`config.mk`:
```
export PLATFORM = sky130hd
export DESIGN_NAME = retrosoc_pinmux
export DESIGN_NICKNAME = d
export VERILOG_FILES = /design/src/rtl/retrosoc_pinmux.sv
export SDC_FILE = /design/constraint.sdc
export NUM_CORES = 1
export LEC_CHECK = 0
export CORE_ASPECT_RATIO = 1.1
export CORE_MARGIN = 3
export CORE_UTILIZATION = 60
export CTS_BUF_LIST = sky130_fd_sc_hd__clkbuf_4 sky130_fd_sc_hd__clkbuf_8
export DETAILED_ROUTE_END_ITERATION = 16
export DONT_BUFFER_PORTS = 1
export PLACE_DENSITY = 0.79
export SLEW_MARGIN = 20
export SYNTH_ARGS = -nofsm -noshare
export SYNTH_HDL_FRONTEND = slang
export SYNTH_SLANG_ARGS = --single-unit
```
`constraint.sdc`:
```
create_clock -name clk_i -period 2.1 [get_ports clk_i]
set_clock_uncertainty 0.05 [all_clocks]
set_input_delay 0.42 -clock clk_i [delete_from_list [all_inputs] [get_ports clk_i]]
set_output_delay 0.42 -clock clk_i [all_outputs]
set_load 0.01 [all_outputs]
```
`src/rtl/retrosoc_pinmux.sv`:
```
// retrosoc_pinmux
//   Runtime-configurable pad multiplexer. Each of NUM_PADS bidirectional pads
//   is routed to one of NUM_FUNC peripheral functions chosen by a per-pad
//   select register. Pad outputs are registered and pad inputs synchronised.
//   Changing a select opens an output-disable guard window of GUARD_CYC cycles.
//   A sticky lock register freezes the mapping until reset.
//
// Ports
//   clk_i, rst_n_i      clock, asynchronous active-low reset
//   cfg_valid_i/ready_o config request handshake (ready is 1 once out of reset)
//   cfg_we_i            1 = write, 0 = read
//   cfg_addr_i          0..NUM_PADS-1 pad select, NUM_PADS lock register
//   cfg_wdata_i         write data
//   cfg_rvalid_o        response strobe, one cycle after accept
//   cfg_rdata_o         read data (0 on writes and errors)
//   cfg_err_o           response error, valid with cfg_rvalid_o
//   fn_out_i, fn_oe_i   per-function output data / enable, index p*NUM_FUNC+f
//   fn_in_o             synchronised pad input presented to each function
//   pad_in_i            pad input path
//   pad_out_o, pad_oe_o pad output data / enable
module retrosoc_pinmux #(
  parameter int unsigned         NUM_PADS    = 8,
  parameter int unsigned         NUM_FUNC    = 4,
  parameter int unsigned         GUARD_CYC   = 2,
  parameter int unsigned         SYNC_STAGES = 2,
  parameter logic [NUM_PADS-1:0] IN_IDLE     = '0
) (
  input  logic                         clk_i,
  input  logic                         rst_n_i,
  input  logic                         cfg_valid_i,
  output logic                         cfg_ready_o,
  input  logic                         cfg_we_i,
  input  logic [7:0]                   cfg_addr_i,
  input  logic [7:0]                   cfg_wdata_i,
  output logic                         cfg_rvalid_o,
  output logic [7:0]                   cfg_rdata_o,
  output logic                         cfg_err_o,
  input  logic [NUM_PADS*NUM_FUNC-1:0] fn_out_i,
  input  logic [NUM_PADS*NUM_FUNC-1:0] fn_oe_i,
  output logic [NUM_PADS*NUM_FUNC-1:0] fn_in_o,
  input  logic [NUM_PADS-1:0]          pad_in_i,
  output logic [NUM_PADS-1:0]          pad_out_o,
  output logic [NUM_PADS-1:0]          pad_oe_o
);

  localparam int unsigned SEL_W      = (NUM_FUNC > 1) ? $clog2(NUM_FUNC) : 1;
  localparam logic [7:0]  LOCK_ADDR  = 8'(NUM_PADS);
  localparam logic [7:0]  FUNC_LIM   = 8'(NUM_FUNC);
  localparam logic [7:0]  GUARD_LOAD = 8'(GUARD_CYC);

  typedef enum logic {
    PAD_ACTIVE = 1'b0,
    PAD_GUARD  = 1'b1
  } pad_state_e;

  pad_state_e             state_q [NUM_PADS];
  pad_state_e             state_d [NUM_PADS];
  logic [SEL_W-1:0]       sel_q   [NUM_PADS];
  logic [SEL_W-1:0]       sel_d   [NUM_PADS];
  logic [7:0]             cnt_q   [NUM_PADS];
  logic [7:0]             cnt_d   [NUM_PADS];
  logic [SYNC_STAGES-1:0] sync_q  [NUM_PADS];

  logic                lock_q, lock_d;
  logic                ready_q;
  logic                rvalid_q;
  logic                err_q, err_d;
  logic [7:0]          rdata_q, rdata_d;
  logic [NUM_PADS-1:0] pad_out_q, pad_out_d;
  logic [NUM_PADS-1:0] pad_oe_q, pad_oe_d;
  logic [NUM_FUNC-1:0] fo_v, foe_v;

  logic             accept;
  logic             is_pad;
  logic             is_lock;
  logic             sel_ok;
  logic [SEL_W-1:0] wsel;

  assign accept  = cfg_valid_i & ready_q;
  assign is_pad  = (cfg_addr_i < LOCK_ADDR);
  assign is_lock = (cfg_addr_i == LOCK_ADDR);
  assign wsel    = cfg_wdata_i[SEL_W-1:0];
  // The whole write byte is range-checked, so out-of-range values are
  // rejected even when their low SEL_W bits would alias a legal select.
  assign sel_ok  = (cfg_wdata_i < FUNC_LIM);

  // Per-pad guard FSM, lock register and config response.
  always_comb begin
    lock_d  = lock_q;
    rdata_d = '0;
    err_d   = 1'b0;
    for (int unsigned p = 0; p < NUM_PADS; p++) begin
      state_d[p] = state_q[p];
      sel_d[p]   = sel_q[p];
      cnt_d[p]   = cnt_q[p];
      if (state_q[p] == PAD_GUARD) begin
        cnt_d[p] = cnt_q[p] - 8'd1;
        if (cnt_q[p] == 8'd1) begin
          state_d[p] = PAD_ACTIVE;
        end
      end
    end

    if (accept) begin
      if (cfg_we_i) begin
        if (is_pad) begin
          if (lock_q || !sel_ok) begin
            err_d = 1'b1;
          end else begin
            for (int unsigned p = 0; p < NUM_PADS; p++) begin
              // A differing write also restarts an already running guard.
              if (cfg_addr_i == 8'(p) && wsel != sel_q[p]) begin
                state_d[p] = PAD_GUARD;
                cnt_d[p]   = GUARD_LOAD;
                sel_d[p]   = wsel;
              end
            end
          end
        end else if (is_lock) begin
          lock_d = lock_q | cfg_wdata_i[0];
        end else begin
          err_d = 1'b1;
        end
      end else begin
        if (is_pad) begin
          for (int unsigned p = 0; p < NUM_PADS; p++) begin
            if (cfg_addr_i == 8'(p)) begin
              rdata_d    = 8'(sel_q[p]);
              rdata_d[7] = (state_q[p] == PAD_GUARD);
            end
          end
        end else if (is_lock) begin
          rdata_d = {7'b0, lock_q};
        end else begin
          err_d = 1'b1;
        end
      end
    end
  end

  // Pad output selection and function input fan-out.
  always_comb begin
    pad_out_d = '0;
    pad_oe_d  = '0;
    fn_in_o   = '0;
    fo_v      = '0;
    foe_v     = '0;
    for (int unsigned p = 0; p < NUM_PADS; p++) begin
      fo_v         = fn_out_i[p*NUM_FUNC +: NUM_FUNC];
      foe_v        = fn_oe_i[p*NUM_FUNC +: NUM_FUNC];
      pad_out_d[p] = fo_v[sel_q[p]];
      pad_oe_d[p]  = (state_q[p] == PAD_GUARD) ? 1'b0 : foe_v[sel_q[p]];
      for (int unsigned f = 0; f < NUM_FUNC; f++) begin
        fn_in_o[p*NUM_FUNC + f] =
          (state_q[p] == PAD_ACTIVE && sel_q[p] == SEL_W'(f)) ?
          sync_q[p][SYNC_STAGES-1] : IN_IDLE[p];
      end
    end
  end

  always_ff @(posedge clk_i or negedge rst_n_i) begin
    if (!rst_n_i) begin
      for (int unsigned p = 0; p < NUM_PADS; p++) begin
        state_q[p] <= PAD_ACTIVE;
        sel_q[p]   <= '0;
        cnt_q[p]   <= '0;
        sync_q[p]  <= {SYNC_STAGES{IN_IDLE[p]}};
      end
      lock_q    <= 1'b0;
      ready_q   <= 1'b0;
      rvalid_q  <= 1'b0;
      rdata_q   <= '0;
      err_q     <= 1'b0;
      pad_out_q <= '0;
      pad_oe_q  <= '0;
    end else begin
      for (int unsigned p = 0; p < NUM_PADS; p++) begin
        state_q[p] <= state_d[p];
        sel_q[p]   <= sel_d[p];
        cnt_q[p]   <= cnt_d[p];
        sync_q[p]  <= {sync_q[p][SYNC_STAGES-2:0], pad_in_i[p]};
      end
      lock_q    <= lock_d;
      ready_q   <= 1'b1;
      rvalid_q  <= accept;
      rdata_q   <= rdata_d;
      err_q     <= err_d;
      pad_out_q <= pad_out_d;
      pad_oe_q  <= pad_oe_d;
    end
  end

  assign cfg_ready_o  = ready_q;
  assign cfg_rvalid_o = rvalid_q;
  assign cfg_rdata_o  = rdata_q;
  assign cfg_err_o    = err_q;
  assign pad_out_o    = pad_out_q;
  assign pad_oe_o     = pad_oe_q;

endmodule

```
==> impl_metrics.toml <==
[timing]
maxSlewViolCount = 0
min_period_ps = 2042
worst_slew_pin_slew_ps = 833.4
setup_viol = 0
fmax_ghz = 0.4898
relSlewSlack_pct = 43.65
holdWs_ps = -387.6
finalCritPeriodShare_pct = 97.22
final_hold_viol_count = 127
fin_ws_ps = 58.46

[routing]
vias = 4480
route.detailed.drc = 0
drtIter0Drc = 218
drt-total-wl_um = 13820
dr.pass1.iters = 5
ant_nets = 0
wl_per_cell_um = 18.19
vias_per_cell = 5.895

[setup_path]
max_stage_delay_ps = 440
cp_max_fo = 8
worstPathRequired_ps = 2380
cp-start-kind = "flop"
crit_chain = "nor4b_4, nand3_4, buf_6, a2111oi_4, mux2_4"
crit_family = "simple AND/OR/NAND/NOR gates"
crit_path_end_kind = "flop"
arrival_ps = 2320
cp_slowest_cell = "dfrtp_2"
critical_path_buf_inv_count = 1
crit_type = "flop to flop"

[power]
finalPower_mw = 4.704
power.leakage_nw = 2.884
ir_drop_mv = 0.5379
powerDensity_nw_per_um2 = 638.7

[layout]
layout_common_cells = "dfrtp_1 (125), nor2_1 (82), xnor2_1 (54), nand2_1 (40), buf_4 (25)"
diodes = 0
area_growth_pct = 12.33
design_area_um2 = 7365
nets = 712
layout-drive-gt1-share_pct = 22.20
mostFrequentLayoutCell = "dfrtp_1"

[yosys]
syn-cell-area_um2 = 6556
yosysSeqAreaShare_pct = 48.47
yosysWarningCount = 0
synth-xor-area-share_pct = 9.351
synth-edff-count = 0
synth_top_family_by_area = "simple AND/OR/NAND/NOR gates"
synthMuxAreaShare_pct = 9.427
yosysUniqueCellTypes = 52
async_flop_share_pct = 100.0
synth_seq_cells = 127
yosys.area_share.simple_pct = 20.11
avgSynthCellArea_um2 = 11.15
synth_compound_area_share_pct = 4.924
syn_inst = 588
synth_flop_cell = "dfrtp_1"
synth_fa_ha_area_share_pct = 3.053

[floorplanning]
dieHeight_um = 115.6
dieArea_um2 = 12220
io-pin-count = 151
die_w_um = 105.7
initial_core_util_pct = 62.20
num_rows = 39
core_um2 = 10540

[clocking]
cts_buffers = 17
cts_buffer_depth = 2
cts_tree = "yes"
cts_hold_buf = 9
htreeDepth = 4
clk_latency_ps = 450
cts_num_sinks = 127
root_buffer = "clkbuf_8"
clk_pin_slew_ps = 80

[placed_design]
dp_hpwl_um = 9710
gp_congestion = 0.8608
io_buffers = 0
placed_cell_area_um2 = 6740
preCtsSetupSlack_ps = -16.94

[status]
status = "finished with violations"
violations = "negative hold slack"

[flow_run]
cap_violations = 0

[grt]
grt_first_pass_wirelength_um = 22800
grt_max_degree = 128
antenna_found_initial = 0
grt.total_usage_pct = 23.89
grt_pass1_vias = 4679
grt-ovfl-total = 0

[worst_hold_path]
min_path_type = "primary input to async pin"
-- report_power, final --
part / switching (mW) / internal [mW]
combinational: 0.0549 / 0.0827
sequential: 0.0277 / 2.48
clock: 0.989 / 1.07
total: 1.07 / 3.63
-- final timing paths --
| path | start | end | slack [ps] | depth (start not counted) |
|---|---|---|---|---|
| setup / recovery | lock_q | sel_q[0] | 60 | 5 |
| hold / removal | rst_n_i | pad_oe_o[1] | -390 | 0 |
| max in group asynchronous | rst_n_i | lock_q | 2250 | 0 |
| setup reg to reg | lock_q | sel_q[0] | 60 | 5 |
| hold reg to reg | sync_q[4] | sync_q[5] | 300 | 0 |
| min in group clk_i | cfg_addr_i[2] | cfg_rdata_o[7] | 60 | 2 |
-- flip-flops by register name (all words and copies together) (netlist names) --
name	flops
cfg_err_o	1
cfg_ready_o	1
sync_q	16
pad_out_o	8
cfg_rvalid_o	1
cnt_q	64
cfg_rdata_o	3
state_q	8
lock_q	1
sel_q	16
pad_oe_o	8
-- timing repair --
action	CTS	global route
gates resized for setup	4	19
endpoints found under the hold margin	136	127
pin swaps	0	1
buffers inserted	0	3
endpoints found under the setup margin	4	33
-- final cells by class --
cell class / count / area (um^2)
Clock buffer: 21 / 289.0
Clock inverter: 11 / 105.1
Fill cell: 765 / 3176
Inverter: 18 / 67.56
Multi-Input combinational cell: 405 / 3254
Sequential cell: 127 / 3181
Tap cell: 143 / 178.9
Timing Repair Buffer: 35 / 289.0
-- cells in the mapped netlist, types with 5 or more instances --
| cell type | count | area share (%) |
|---|---|---|
| nor3_1 | 14 | 1.1 |
| nor2b_1 | 14 | 1.3 |
| nor4b_1 | 10 | 1.3 |
| nand2b_1 | 10 | 0.95 |
| xnor2_1 | 54 | 7.2 |
| a21oi_1 | 7 | 0.53 |
| nor2_1 | 82 | 4.7 |
| nand3_1 | 7 | 0.53 |
| dfrtp_1 | 127 | 48 |
| ha_1 | 16 | 3.1 |
| buf_2 | 7 | 0.53 |
| or3b_2 | 5 | 0.67 |
| mux2_2 | 17 | 2.9 |
| a21o_1 | 7 | 0.80 |
| xor2_1 | 16 | 2.1 |
| nor4_1 | 14 | 1.3 |
| mux4_2 | 18 | 6.2 |
| inv_1 | 18 | 1.0 |
| nor4bb_1 | 8 | 1.2 |
| buf_4 | 9 | 1.0 |
| o21ai_0 | 9 | 0.69 |
| clkbuf_1 | 22 | 1.3 |
| nand2_1 | 40 | 2.3 |
-- metrics by stage --
step / utilization, % / cells / setup TNS, ps
4_1_cts: 68.74 / 757 / 0
2_1_floorplan: - / 592 / 0
3_5_place_dp: 63.95 / 716 / -78.40
5_1_grt: 69.87 / 760 / -56.85
3_3_place_gp: 63.95 / 716 / -33.27
6_report: 69.87 / 760 / 0
-- cells by family after synthesis --
kind of cell / after synthesis
simple gates: 237
fa+ha+maj: 16
xor+xnor: 70
compound gates: 39
other cells: 2
buf+inv: 60
flops: 127
mux: 37
-- layer usage --
metal,GRT usage [%],vias up,wire [um]
met5,0,-,0
met4,8.722,0,343
met3,7.521,29,972
met2,40.94,174,7133
met1,28.73,2232,5373
li1,-,2045,-
(Power assumes the default switching activity.)
